[src/rtl/sar_adc8_wb_wrapper_pkg.sv]
// sar_adc8_wb_wrapper_pkg: register map, bit indices and FSM encoding shared by the SAR ADC wrapper
package sar_adc8_wb_wrapper_pkg;
    localparam logic [7:0]  ADR_DATA   = 8'h00;
    localparam logic [7:0]  ADR_CTRL   = 8'h04;
    localparam logic [7:0]  ADR_STATUS = 8'h08;
    localparam logic [7:0]  ADR_CLKDIV = 8'h0C;
    localparam logic [31:0] RD_DEFAULT = 32'hDEAD_BEEF;
    localparam int CTRL_EN    = 0;
    localparam int CTRL_START = 1;
    localparam int CTRL_CONT  = 2;
    localparam int STAT_BUSY  = 0;
    localparam int STAT_DONE  = 1;
    typedef enum logic [1:0] {ST_IDLE, ST_SAMPLE, ST_CONVERT, ST_DONE} state_e;
endpackage

[src/rtl/sar_adc8_wb_wrapper_sar_ctrl.sv]
// sar_adc8_wb_wrapper_sar_ctrl: sample/convert sequencer with comparator synchronizer and trial register
// Ports: clk_i/rst_i clock and async reset; en_i/start_i/cont_i/clkdiv_i control;
// cmp_i raw comparator; sh_en_o/dac_o analog drive; busy_o, done_o (result valid pulse), result_o.
module sar_adc8_wb_wrapper_sar_ctrl
    import sar_adc8_wb_wrapper_pkg::*;
#(
    parameter int SAMPLE_CYCLES = 4
) (
    input  logic       clk_i,
    input  logic       rst_i,
    input  logic       en_i,
    input  logic       start_i,
    input  logic       cont_i,
    input  logic [7:0] clkdiv_i,
    input  logic       cmp_i,
    output logic       sh_en_o,
    output logic [7:0] dac_o,
    output logic       busy_o,
    output logic       done_o,
    output logic [7:0] result_o
);
    localparam int SW = $clog2(SAMPLE_CYCLES + 1);
    state_e        state_q, state_d;
    logic [SW-1:0] samp_q, samp_d;
    logic [8:0]    step_q, step_d;
    logic [7:0]    div_q, div_d, trial_q, trial_d;
    logic [2:0]    bit_q, bit_d;
    logic [1:0]    sync_q;
    logic          cmp_s, step_end;
    assign cmp_s = sync_q[1];
    // 9-bit compare so CLKDIV=0xFF yields 258-cycle steps without wrapping
    assign step_end = step_q == {1'b0, div_q} + 9'd2;
    always_comb begin
        state_d = state_q;
        samp_d  = samp_q;
        step_d  = step_q;
        div_d   = div_q;
        bit_d   = bit_q;
        trial_d = trial_q;
        if (!en_i && state_q != ST_IDLE) state_d = ST_IDLE;
        else case (state_q)
            ST_IDLE: if (start_i) begin
                state_d = ST_SAMPLE;
                samp_d  = '0;
            end
            ST_SAMPLE: if (samp_q == SW'(SAMPLE_CYCLES - 1)) begin
                state_d = ST_CONVERT;
                bit_d   = 3'd7;
                trial_d = 8'h80;
                step_d  = '0;
                div_d   = clkdiv_i;
            end else samp_d = samp_q + 1'b1;
            ST_CONVERT: if (step_end) begin
                step_d = '0;
                // divider is re-latched per step so a CLKDIV write lands on a step boundary
                div_d  = clkdiv_i;
                if (!cmp_s) trial_d[bit_q] = 1'b0;
                if (bit_q != 3'd0) begin
                    trial_d[bit_q - 3'd1] = 1'b1;
                    bit_d = bit_q - 3'd1;
                end else state_d = ST_DONE;
            end else step_d = step_q + 9'd1;
            ST_DONE: begin
                state_d = cont_i ? ST_SAMPLE : ST_IDLE;
                samp_d  = '0;
            end
        endcase
    end
    always_ff @(posedge clk_i or posedge rst_i)
        if (rst_i) begin
            state_q <= ST_IDLE;
            samp_q  <= '0;
            step_q  <= '0;
            div_q   <= '0;
            bit_q   <= '0;
            trial_q <= '0;
            sync_q  <= '0;
        end else begin
            state_q <= state_d;
            samp_q  <= samp_d;
            step_q  <= step_d;
            div_q   <= div_d;
            bit_q   <= bit_d;
            trial_q <= trial_d;
            sync_q  <= {sync_q[0], cmp_i};
        end
    assign sh_en_o  = state_q == ST_SAMPLE;
    assign dac_o    = state_q == ST_IDLE ? 8'h00 : state_q == ST_SAMPLE ? 8'h80 : trial_q;
    assign busy_o   = state_q != ST_IDLE;
    assign done_o   = state_q == ST_DONE && en_i;
    assign result_o = trial_q;
endmodule

[src/rtl/sar_adc8_wb_wrapper.sv]
// sar_adc8_wb_wrapper: Wishbone slave register file and bus front-end for the 8-bit SAR ADC
// Ports: sys_clk/sys_rst clock and async reset; bus_* Wishbone slave (ack registered, read combinational);
// cmp_in raw comparator; sh_en sample/hold switch; dac_data SAR DAC trial code; adc_ena analog bias enable.
module sar_adc8_wb_wrapper
    import sar_adc8_wb_wrapper_pkg::*;
#(
    parameter int SAMPLE_CYCLES = 4
) (
    input  logic        sys_clk,
    input  logic        sys_rst,
    input  logic [13:0] bus_adr,
    input  logic [31:0] bus_dat_w,
    output logic [31:0] bus_dat_r,
    input  logic [3:0]  bus_sel,
    input  logic        bus_cyc,
    input  logic        bus_stb,
    input  logic        bus_we,
    output logic        bus_ack,
    input  logic        cmp_in,
    output logic        sh_en,
    output logic [7:0]  dac_data,
    output logic        adc_ena
);
    logic       ack_q, ack_d, en_q, en_d, cont_q, cont_d, done_q, done_d;
    logic [7:0] data_q, data_d, clkdiv_q, clkdiv_d, adr, result;
    logic       wr, wr_ctrl, start, busy, conv_done;
    logic       unused;
    assign unused  = ^{bus_adr[13:8], bus_sel, bus_dat_w[31:8]};
    assign adr     = bus_adr[7:0];
    assign wr      = bus_cyc & bus_stb & bus_we & ~ack_q;
    assign wr_ctrl = wr && adr == ADR_CTRL;
    assign start   = wr_ctrl & bus_dat_w[CTRL_START] & bus_dat_w[CTRL_EN];
    always_comb begin
        ack_d     = bus_cyc & bus_stb & ~ack_q;
        en_d      = wr_ctrl ? bus_dat_w[CTRL_EN] : en_q;
        cont_d    = wr_ctrl ? bus_dat_w[CTRL_CONT] : cont_q;
        clkdiv_d  = wr && adr == ADR_CLKDIV ? bus_dat_w[7:0] : clkdiv_q;
        data_d    = conv_done ? result : data_q;
        // a completion in the same cycle as a W1C keeps DONE set
        done_d    = conv_done | (done_q & ~(wr && adr == ADR_STATUS && bus_dat_w[STAT_DONE]));
        bus_dat_r = adr == ADR_DATA   ? {24'h0, data_q} :
                    adr == ADR_CTRL   ? {29'h0, cont_q, 1'b0, en_q} :
                    adr == ADR_STATUS ? {30'h0, done_q, busy} :
                    adr == ADR_CLKDIV ? {24'h0, clkdiv_q} : RD_DEFAULT;
    end
    always_ff @(posedge sys_clk or posedge sys_rst)
        if (sys_rst) begin
            ack_q    <= 1'b0;
            en_q     <= 1'b0;
            cont_q   <= 1'b0;
            done_q   <= 1'b0;
            data_q   <= '0;
            clkdiv_q <= '0;
        end else begin
            ack_q    <= ack_d;
            en_q     <= en_d;
            cont_q   <= cont_d;
            done_q   <= done_d;
            data_q   <= data_d;
            clkdiv_q <= clkdiv_d;
        end
    assign bus_ack = ack_q;
    assign adc_ena = en_q;
    sar_adc8_wb_wrapper_sar_ctrl #(.SAMPLE_CYCLES(SAMPLE_CYCLES)) u_sar_ctrl (
        .clk_i    (sys_clk),
        .rst_i    (sys_rst),
        .en_i     (en_q),
        .start_i  (start),
        .cont_i   (cont_q),
        .clkdiv_i (clkdiv_q),
        .cmp_i    (cmp_in),
        .sh_en_o  (sh_en),
        .dac_o    (dac_data),
        .busy_o   (busy),
        .done_o   (conv_done),
        .result_o (result)
    );
endmodule

[config.mk]
export PLATFORM = sky130hd
export DESIGN_NAME = sar_adc8_wb_wrapper
export DESIGN_NICKNAME = d
export VERILOG_FILES = /design/src/rtl/sar_adc8_wb_wrapper_pkg.sv /design/src/rtl/sar_adc8_wb_wrapper_sar_ctrl.sv /design/src/rtl/sar_adc8_wb_wrapper.sv
export SDC_FILE = /design/constraint.sdc
export NUM_CORES = 1
export LEC_CHECK = 0
export BUFFER_PORTS_ARGS = -buffer_cell sky130_fd_sc_hd__buf_2
export CORE_ASPECT_RATIO = 1.1
export CORE_MARGIN = 3
export CORE_UTILIZATION = 50
export CTS_BUF_LIST = sky130_fd_sc_hd__clkbuf_4 sky130_fd_sc_hd__clkbuf_8 sky130_fd_sc_hd__clkbuf_16
export DETAILED_ROUTE_END_ITERATION = 12
export GPL_TIMING_DRIVEN = 0
export PLACE_DENSITY = 0.78
export SETUP_SLACK_MARGIN = 0.15
export SKIP_CTS_REPAIR_TIMING = 1
export SLEW_MARGIN = 10
export SYNTH_ARGS = -nofsm -noshare
export SYNTH_HDL_FRONTEND = slang
export SYNTH_SLANG_ARGS = --single-unit
export TNS_END_PERCENT = 20
[constraint.sdc]
create_clock -name sys_clk -period 2.9 [get_ports sys_clk]
set_input_delay 0.435 -clock sys_clk [delete_from_list [all_inputs] [get_ports sys_clk]]
set_output_delay 0.435 -clock sys_clk [all_outputs]
set_load 0.02 [all_outputs]
==> results of run 1 <==
-- per-layer routing --
layer  wire length [microns]  vias to the layer above  track usage
met5                       0                        -            0
met4                      89                        0       0.0496
met3                     292                        8       0.0314
met2                    4040                       69        0.371
met1                    3500                     1396        0.263
li1                        -                     1382            -
-- cell usage in the layout (no fill, tap or decap), types with 3 or more instances in the layout --
| cell | count |
|---|---|
| nor3_1 | 14 |
| or3_1 | 3 |
| a21oi_1 | 8 |
| o22ai_1 | 6 |
| clkbuf_8 | 5 |
| dfrtp_1 | 55 |
| mux2_1 | 3 |
| ha_1 | 10 |
| nand4_1 | 7 |
| conb_1 | 7 |
| clkbuf_1 | 11 |
| mux2_2 | 17 |
| o21ai_0 | 21 |
| a31oi_1 | 8 |
| nand3_1 | 11 |
| buf_4 | 23 |
| nand2b_1 | 6 |
| nor2_1 | 16 |
| buf_2 | 59 |
| xnor2_1 | 8 |
| a221o_1 | 5 |
| o221ai_1 | 4 |
| inv_1 | 23 |
| xor2_1 | 6 |
| nand2_1 | 38 |
| a211o_1 | 4 |
-- metrics by stage --
stage	total power [W]	setup slack, ns	utilization	cell area (sq um)	instances
global route	0.00231	0.224	0.612	3860	505
detailed placement	0.00168	0.411	0.595	3750	498
CTS	0.00218	0.368	0.612	3860	505
global placement	0.00165	0.459	0.592	3730	497
finish	0.00218	0.365	0.612	3860	505
floorplan	0.00147	0.682	-	3360	362
-- cells by family after synthesis --
family | share of synthesized area
and+or+nand+nor | 0.172
AOI/OAI and AO/OA | 0.168
buffers and inverters | 0.102
DFF | 0.412
muxes | 0.0705
xor gates and xnor gates | 0.0367
adders and majority gates | 0.0375
other | 0.00112
-- worst min-delay path by stage --
stage,from,end,slack [ns],cells past startpoint
global route,sys_rst,cont_q$_DFFE_PP0N_,0.20,2
floorplan,u_sar_ctrl.sync_q[0]$_DFF_PP0_,u_sar_ctrl.sync_q[1]$_DFF_PP0_,0.33,0
global placement,u_sar_ctrl.sync_q[0]$_DFF_PP0_,u_sar_ctrl.sync_q[1]$_DFF_PP0_,0.35,0
finish,sys_rst,u_sar_ctrl.step_q[8]$_DFFE_PP0P_,0.16,2
CTS,sys_rst,u_sar_ctrl.step_q[8]$_DFFE_PP0P_,0.18,2
detailed placement,u_sar_ctrl.sync_q[0]$_DFF_PP0_,u_sar_ctrl.sync_q[1]$_DFF_PP0_,0.35,0
-- report_power, final --
part	total [W]	switching, W	internal [W]
clock	0.000504	0.000252	0.000253
combinational	0.000787	0.000531	0.000256
sequential	0.000891	0.0000615	0.000830
-- registers in the layout (all words and copies together) (netlist names), 2 cells and up --
name and cells:
u_sar_ctrl.sync_q 2, u_sar_ctrl.samp_q 3, u_sar_ctrl.result_o 8, u_sar_ctrl.state_q 2
clkdiv_q 8, u_sar_ctrl.div_q 8, u_sar_ctrl.step_q 9, data_q 8
u_sar_ctrl.bit_q 3
-- layout make-up --
class / instances / area share
clock buffer: 5 / 0.0178
clock inverter: 2 / 0.00972
multi-input combinational: 243 / 0.426
tap: 80 / 0.0259
buffer: 40 / 0.0645
sequential: 55 / 0.356
inverter: 24 / 0.0233
timing repair buffer: 56 / 0.0765
==> metrics.yaml, run 1 <==
worstSkewPairLatency_ns: 0.31
crit_chain: "inv_1, ha_1, clkbuf_1, a211oi_1, a211o_1, buf_2"
path_max_fanout: 10
synth.avg_cell_area_sq_um: 9.37
r2r_end: "u_sar_ctrl.div_q[1]$_DFFE_PP0P_"
ioPinCount: 99
tritoncts: "yes"
initial_core_util: 0.529
clock_sinks: 55
synth_area_sq_mm: 0.00334
endpoint_kind: "output port"
p_per_area_mw_per_mm2: 565
grt_overflow: 0
ys_ff_latch: 55
clockBufferDepth: 2
grt_pass1_vias: 2715
synthCells: 356
cp-start-kind: "flip-flop"
hp-class: "input port to async pin"
cts_buffers: 5
wl_per_cell_microns: 15.7
peakVddDrop_v: 0.000415
ys_async_sr_fraction: 1.00
crit_family: "buffers and inverters"
dp_hpwl_microns: 6050
clk_pin_slew_worst_paths_ns: 0.09
fin_crit_sh: 0.874
ys_warn_count: 0
rr_worst_depth: 9
slew_viol_final: 0
synth_most_common_cell: "dfrtp_1"
antenna_found_initial: 0
die_area_sq_mm: 0.00769
hold_viol_final: 0
drive_above_1_share: 0.271
reg2reg_from: "u_sar_ctrl.div_q[1]$_DFFE_PP0P_"
post-synth-top-area-cell: "dfrtp_1"
grt_max_degree: 32
wl_microns: 7930
ys.flop_type: "dfrtp_1"
worstPathRequired_ns: 2.47
max_stage_delay_ns: 0.47
clock_skew_ns: 0.00790
fin_tns_setup_ns: 0
die_h_microns: 91.7
multi_input_area_sq_mm: 0.00164
relSlewSlack: 0.333
cap_violations: 0
drt-vias-per-instance: 5.65
crit_path_top_delay_cell: "dfrtp_1"
grt_pass1_wl_microns: 12900
post-route-min-period_ns: 2.53
synth-edff-count: 0
critPathLaunch: "u_sar_ctrl.state_q[1]$_DFFE_PP0P_"
cts.htree.levels: 2
gp_congestion: 0.933
cp.depth: 6
yosysTopAreaCellShare: 0.412
ant_nets: 0
finish.net_count: 491
status: "finished clean"
nFillCells: 552
first_pass_iters: 5
drc: 0
cts_root_buffer: "clkbuf_8"
r2r_slack_ns: 0.40
criticalPathCategory: "flip-flop to output port"
setup_viol: 0
num_vias: 2855
synth-seq-area-share: 0.412
cp_num_buf_inv: 3
core-area_sq_mm: 0.00631
drtIter0Drc: 168
rows: 30
synth_cell_types: 58
grtUsageTotal: 0.207
syn_to_final_growth_pct: 15.7
rsz0062_at_grt: "no"
synth_common_cells: "dfrtp_1, nand2_1, inv_1"
worst_pin_slew_ns: 1.00
fmax_ghz: 0.395
p_leak_nw: 1.76
holdWs_ns: 0.156
regArea_sq_mm: 0.00138
arrival_ns: 2.10
port_buffers: 55
diodes: 0
cp-endpoint: "bus_dat_r[0]"
ys_top_cells_by_area: "dfrtp_1, mux2_2, buf_4, nand2_1, ha_1"
die_w_microns: 83.9
(Power assumes the default switching activity.)
==> run 2, diff against run 1 <==
--- a/config.mk
+++ b/config.mk
@@ -6,13 +6,16 @@
 export NUM_CORES = 1
 export LEC_CHECK = 0
 export BUFFER_PORTS_ARGS = -buffer_cell sky130_fd_sc_hd__buf_2
+export CELL_PAD_IN_SITES_DETAIL_PLACEMENT = 1
+export CELL_PAD_IN_SITES_GLOBAL_PLACEMENT = 2
 export CORE_ASPECT_RATIO = 1.1
-export CORE_MARGIN = 3
-export CORE_UTILIZATION = 50
+export CORE_MARGIN = 5
+export CORE_UTILIZATION = 31
 export CTS_BUF_LIST = sky130_fd_sc_hd__clkbuf_4 sky130_fd_sc_hd__clkbuf_8 sky130_fd_sc_hd__clkbuf_16
 export DETAILED_ROUTE_END_ITERATION = 12
+export GPL_ROUTABILITY_DRIVEN = 0
 export GPL_TIMING_DRIVEN = 0
-export PLACE_DENSITY = 0.78
+export PLACE_DENSITY_LB_ADDON = 0.1
 export SETUP_SLACK_MARGIN = 0.15
 export SKIP_CTS_REPAIR_TIMING = 1
 export SLEW_MARGIN = 10
==> metrics.yaml, run 2 (synthesis results as in run 1) <==
top_register: "u_sar_ctrl.step_q"
endpoint_kind: "output port"
die_w_microns: 109  # +30%
max_stage_delay_ns: 0.46  # about the same
worstSkewPairLatency_ns: 0.30  # about the same
crit_chain: "inv_1, ha_1, clkbuf_1, a211oi_1, a211o_1, buf_2"
final_common_cell: "buf_2"
hold_viol_final: 0  # unchanged
grt_overflow: 0  # unchanged
cts_root_buffer: "clkbuf_16"
fmax_ghz: 0.392  # -0.67%
met2_usage: 0.264  # -0.108
port_buffers: 55  # unchanged
p_per_area_mw_per_mm2: 591  # +4.5%
rsz0062_at_grt: "yes"
fin_crit_sh: 0.880  # +0.00590
wl_microns: 9610  # +21%
slew_viol_final: 0  # unchanged
layout_common_cells: "buf_2, dfrtp_1, nand2_1"
finish.net_count: 490  # -0.20%
met1_usage: 0.205  # -0.0578
drc: 0  # unchanged
drtIter0Drc: 82  # -51%
post-route-min-period_ns: 2.55  # +0.0171 ns
grt_pass1_vias: 2908  # +7.1%
syn_to_final_growth_pct: 19.1
diodes: 0  # unchanged
cp-start-kind: "flip-flop"
drt-vias-per-instance: 4.99  # -12%
die_h_microns: 119  # +30%
worstPathRequired_ns: 2.47  # about the same
grt-busiest-layer: "met2"
peakVddDrop_v: 0.000238  # -43%
dp_hpwl_microns: 7310  # +21%
die_area_sq_mm: 0.0129  # +68%
design_area_sq_mm: 0.00397  # +2.9%
met3_usage: 0.0271  # -0.00439
crit_path_top_delay_cell: "dfrtp_1"
cap_violations: 0  # unchanged
grt_max_degree: 56  # +75%
tritoncts: "yes"
first_pass_iters: 4  # -1
antenna_found_initial: 0  # unchanged
initial_core_util: 0.320  # -0.210
fin_tns_setup_ns: 0  # unchanged
place_area_sq_mm: 0.00382  # +1.6%
ant_nets: 0  # unchanged
core-area_sq_mm: 0.0104  # +66%
nFillCells: 1278  # +130%
worst_pin_slew_ns: 1.09  # +0.0930 ns
drive_above_1_share: 0.273  # +0.00235
largest_reg_flops: 9  # unchanged
rows: 39  # +30%
path_max_fanout: 10  # unchanged
grt_pass1_wl_microns: 16000  # +23%
p_leak_nw: 1.77  # +0.73%
wl_per_cell_microns: 16.9  # +7.8%
clock_skew_ns: 0.00488  # -0.00302 ns
arrival_ns: 2.12  # +0.02 ns
relSlewSlack: 0.271  # -0.0620
hp-class: "input port to flip-flop"
clk_pin_slew_worst_paths_ns: 0.08  # about the same
clockBufferDepth: 2  # unchanged
grtUsageTotal: 0.156  # -0.0510
status: "finished clean"
cts.htree.levels: 2  # unchanged
criticalPathCategory: "flip-flop to output port"
setup_viol: 0  # unchanged
num_vias: 2834  # -0.74%
ioPinCount: 99  # unchanged
cts_buffers: 5  # unchanged
clock_sinks: 55  # unchanged
-- run 2: cell types whose count changed in the layout (fill, tap and decap cells not counted), sizes merged --
cell    previous run  this run
clkinv             0         1
inv               24        25
bufinv             1         0
buf               85        84
-- run 2: layer usage --
layer,vias up,wire (microns),share of wire
li1,1387,-,-
met1,1406,4320,0.45
met2,37,4960,0.52
met3,4,265,0.028
met4,0,64,0.0067
met5,-,0,0
-- run 2: layout make-up --
class | instances | area [sq um] | share of cell area
sequential | 55 | 1380 | 0.346
timing repair buffer | 55 | 275 | 0.0693
inverter | 24 | 92.6 | 0.0233
multi-input combinational | 243 | 1650 | 0.415
clock buffer | 5 | 125 | 0.0315
buffer | 40 | 249 | 0.0627
clock inverter | 3 | 27.5 | 0.00693
tap | 143 | 179 | 0.0450
-- run 2: worst paths after layout --
| kind | start | to | slack (ns) | cells after the start |
|---|---|---|---|---|
| hold reg to reg | u_sar_ctrl.sync_q[0]$_DFF_PP0_ | u_sar_ctrl.sync_q[1]$_DFF_PP0_ | 0.35 | 0 |
| hold / removal | cmp_in | u_sar_ctrl.sync_q[0]$_DFF_PP0_ | 0.24 | 1 |
| min in group asynchronous | sys_rst | u_sar_ctrl.sync_q[1]$_DFF_PP0_ | 0.25 | 2 |
| setup / recovery | u_sar_ctrl.state_q[1]$_DFFE_PP0P_ | bus_dat_r[0] | 0.35 | 6 |
| max in group asynchronous | sys_rst | u_sar_ctrl.state_q[1]$_DFFE_PP0P_ | 2.17 | 2 |
| setup reg to reg | u_sar_ctrl.div_q[1]$_DFFE_PP0P_ | u_sar_ctrl.div_q[1]$_DFFE_PP0P_ | 0.38 | 9 |
-- run 2: worst max-delay path, delay by kind of cell (launching register included) --
| kind | cells | cell delay (ns) |
|---|---|---|
| buffers and inverters | 3 | 0.74 |
| flip-flops | 1 | 0.46 |
| AO/OA/AOI/OAI | 2 | 0.42 |
| adder cells (fa/ha/maj) | 1 | 0.20 |
-- run 2: power by group --
part | internal, W | switching, W | total [W] | leakage [nW]
logic | 0.000255 | 0.000566 | 0.000821 | 0.963
clock network | 0.000329 | 0.000302 | 0.000631 | 0.0719
registers | 0.000830 | 0.0000655 | 0.000895 | 0.738
-- run 2: stage by stage --
step	setup WS (ns)	util	hold WS (ns)	total power, W	std cells
global route	0.105	0.381	0.230	0.00253	568
CTS	0.186	0.380	0.225	0.00238	568
floorplan	0.682	-	0.331	0.00147	362
global placement	0.215	0.365	0.333	0.00173	560
detailed placement	0.211	0.365	0.338	0.00173	560
finish	0.348	0.381	0.237	0.00235	568
==> run 3, diff against run 2 <==
--- a/config.mk
+++ b/config.mk
@@ -10,8 +10,8 @@
 export CELL_PAD_IN_SITES_GLOBAL_PLACEMENT = 2
 export CORE_ASPECT_RATIO = 1.1
 export CORE_MARGIN = 5
-export CORE_UTILIZATION = 31
-export CTS_BUF_LIST = sky130_fd_sc_hd__clkbuf_4 sky130_fd_sc_hd__clkbuf_8 sky130_fd_sc_hd__clkbuf_16
+export CORE_UTILIZATION = 32
+export CTS_BUF_LIST = sky130_fd_sc_hd__clkbuf_8
 export DETAILED_ROUTE_END_ITERATION = 12
 export GPL_ROUTABILITY_DRIVEN = 0
 export GPL_TIMING_DRIVEN = 0
==> metrics.yaml, run 3 (synthesis results as in run 1) <==
drtIter0Drc: 58  # -29%
antenna_found_initial: 0  # unchanged
worst_pin_slew_ns: 1.07  # -0.0185 ns
place_ws_ns: 0.228  # +0.0177 ns
p_leak_nw: 1.76  # -0.71%
drt-vias-per-instance: 4.95  # -0.74%
hp-class: "input port to async pin"
grt_pass1_vias: 2941  # +1.1%
initial_core_util: 0.324  # +0.00454
seq_power_share: 0.397  # +0.016
clockBufferDepth: 2  # unchanged
endpoint_kind: "output port"
cts.htree.levels: 2  # unchanged
die_area_sq_mm: 0.0126  # -2.9%
drc: 0  # unchanged
port_buffers: 55  # unchanged
fin_crit_sh: 0.905  # +0.0252
rows: 39  # unchanged
p_comb_frac: 0.367  # +0.017
largest_reg_flops: 9  # unchanged
grt_overflow: 0  # unchanged
grt_max_degree: 35  # -38%
die_w_microns: 107  # -1.4%
ant_nets: 0  # unchanged
worstPathRequired_ns: 2.47  # about the same
die_h_microns: 117  # -1.4%
post-route-min-period_ns: 2.63  # +0.0732 ns
cap_violations: 0  # unchanged
hold_viol_final: 0  # unchanged
fin_tns_setup_ns: 0  # unchanged
worstSkewPairLatency_ns: 0.32  # +0.02 ns
final_cell_count_no_fill: 568  # unchanged
clock_skew_ns: 0.00723  # +0.00235 ns
swShare: 0.405  # +0.00694
fmax_ghz: 0.381  # -2.8%
wl_per_cell_microns: 17.0  # +0.72%
grtUsageTotal: 0.163  # +0.00646
dp_cells: 561  # +0.18%
relSlewSlack: 0.284  # +0.0123
nFillCells: 1214  # -5.0%
diodes: 0  # unchanged
pwr-share-clk: 0.236  # -0.033
grt_pass1_wl_microns: 16100  # +0.48%
syn_to_final_growth_pct: 18.2
slew_viol_final: 0  # unchanged
p_sw_w: 0.000911  # -2.4%
p_per_area_mw_per_mm2: 571  # -3.4%
layout_common_cells: "buf_2, dfrtp_1, nand2_1"
wl_microns: 9680  # +0.72%
top_register: "u_sar_ctrl.step_q"
num_vias: 2813  # -0.74%
path_max_fanout: 10  # unchanged
drive_above_1_share: 0.273  # unchanged
cts_buffers: 5  # unchanged
status: "finished clean"
clock_sinks: 55  # unchanged
cts_root_buffer: "clkbuf_8"
dp_hpwl_microns: 7400  # +1.3%
ioPinCount: 99  # unchanged
clk_pin_slew_worst_paths_ns: 0.11  # +0.03 ns
finish.net_count: 491  # +0.20%
criticalPathCategory: "flip-flop to output port"
peakVddDrop_v: 0.000282  # +19%
rsz0062_at_grt: "yes"
arrival_ns: 2.19  # +0.07 ns
cp-start-kind: "flip-flop"
first_pass_iters: 4  # unchanged
intPower_w: 0.00134  # -5.2%
tritoncts: "yes"
setup_viol: 0  # unchanged
holdWs_ns: 0.135  # -0.102 ns
final_common_cell: "buf_2"
worst_slack_ns: 0.275  # -0.0732 ns
core-area_sq_mm: 0.0103  # -1.4%
-- run 3: layout make-up --
type / instances / area (sq um) / share of cell area
multi-input cells: 243 / 1650 / 0.418
clock inverters: 2 / 37.5 / 0.00951
plain buffers: 40 / 249 / 0.0631
inverters: 24 / 90.1 / 0.0228
flip-flops and latches: 55 / 1380 / 0.349
well taps: 143 / 179 / 0.0454
repair buffers: 56 / 295 / 0.0748
clock buffers: 5 / 68.8 / 0.0174
-- run 3: per-stage QoR --
step                      cell area, sq um  power (W)   util
after detailed placement              3830    0.00174  0.372
after global placement                3810    0.00172  0.370
after floorplan                       3360    0.00147      -
final                                 3950    0.00225  0.383
after CTS                             3940    0.00228  0.383
after global routing                  3950    0.00241  0.383
-- run 3: final timing paths --
check | to | from | slack, ns | cells after the start
setup / recovery | bus_dat_r[0] | u_sar_ctrl.state_q[1]$_DFFE_PP0P_ | 0.27 | 6
hold / removal | u_sar_ctrl.result_o[0]$_DFFE_PP0P_ | sys_rst | 0.14 | 2
setup reg to reg | u_sar_ctrl.div_q[1]$_DFFE_PP0P_ | u_sar_ctrl.div_q[1]$_DFFE_PP0P_ | 0.36 | 9
hold reg to reg | u_sar_ctrl.sync_q[1]$_DFF_PP0_ | u_sar_ctrl.sync_q[0]$_DFF_PP0_ | 0.37 | 0
max in group asynchronous | u_sar_ctrl.div_q[1]$_DFFE_PP0P_ | sys_rst | 2.20 | 3
min in group sys_clk | u_sar_ctrl.sync_q[0]$_DFF_PP0_ | cmp_in | 0.22 | 1
-- run 3: worst max-delay path, cell delays in order (launching register included) --
cell	delay (ns)
dfrtp_1	0.47
inv_1	0.15
ha_1	0.20
clkbuf_1	0.45
a211oi_1	0.16
a211o_1	0.28
buf_2	0.16
-- run 3: layer usage --
layer  up-vias  GRT usage  part of all wire
met2        31      0.297              0.52
met3         8     0.0241             0.026
met4         0     0.0412             0.011
met1      1398      0.203              0.44
li1       1376          -                 -
met5         -          0                 0
-- run 3: power groups by stage --
stage	logic, W	clock network [W]	registers (W)
2_1_floorplan	0.000582	0	0.000888
3_3_place_gp	0.000818	0	0.000907
3_5_place_dp	0.000831	0	0.000909
4_1_cts	0.000834	0.000547	0.000894
5_1_grt	0.000929	0.000581	0.000904
6_report	0.000827	0.000531	0.000894
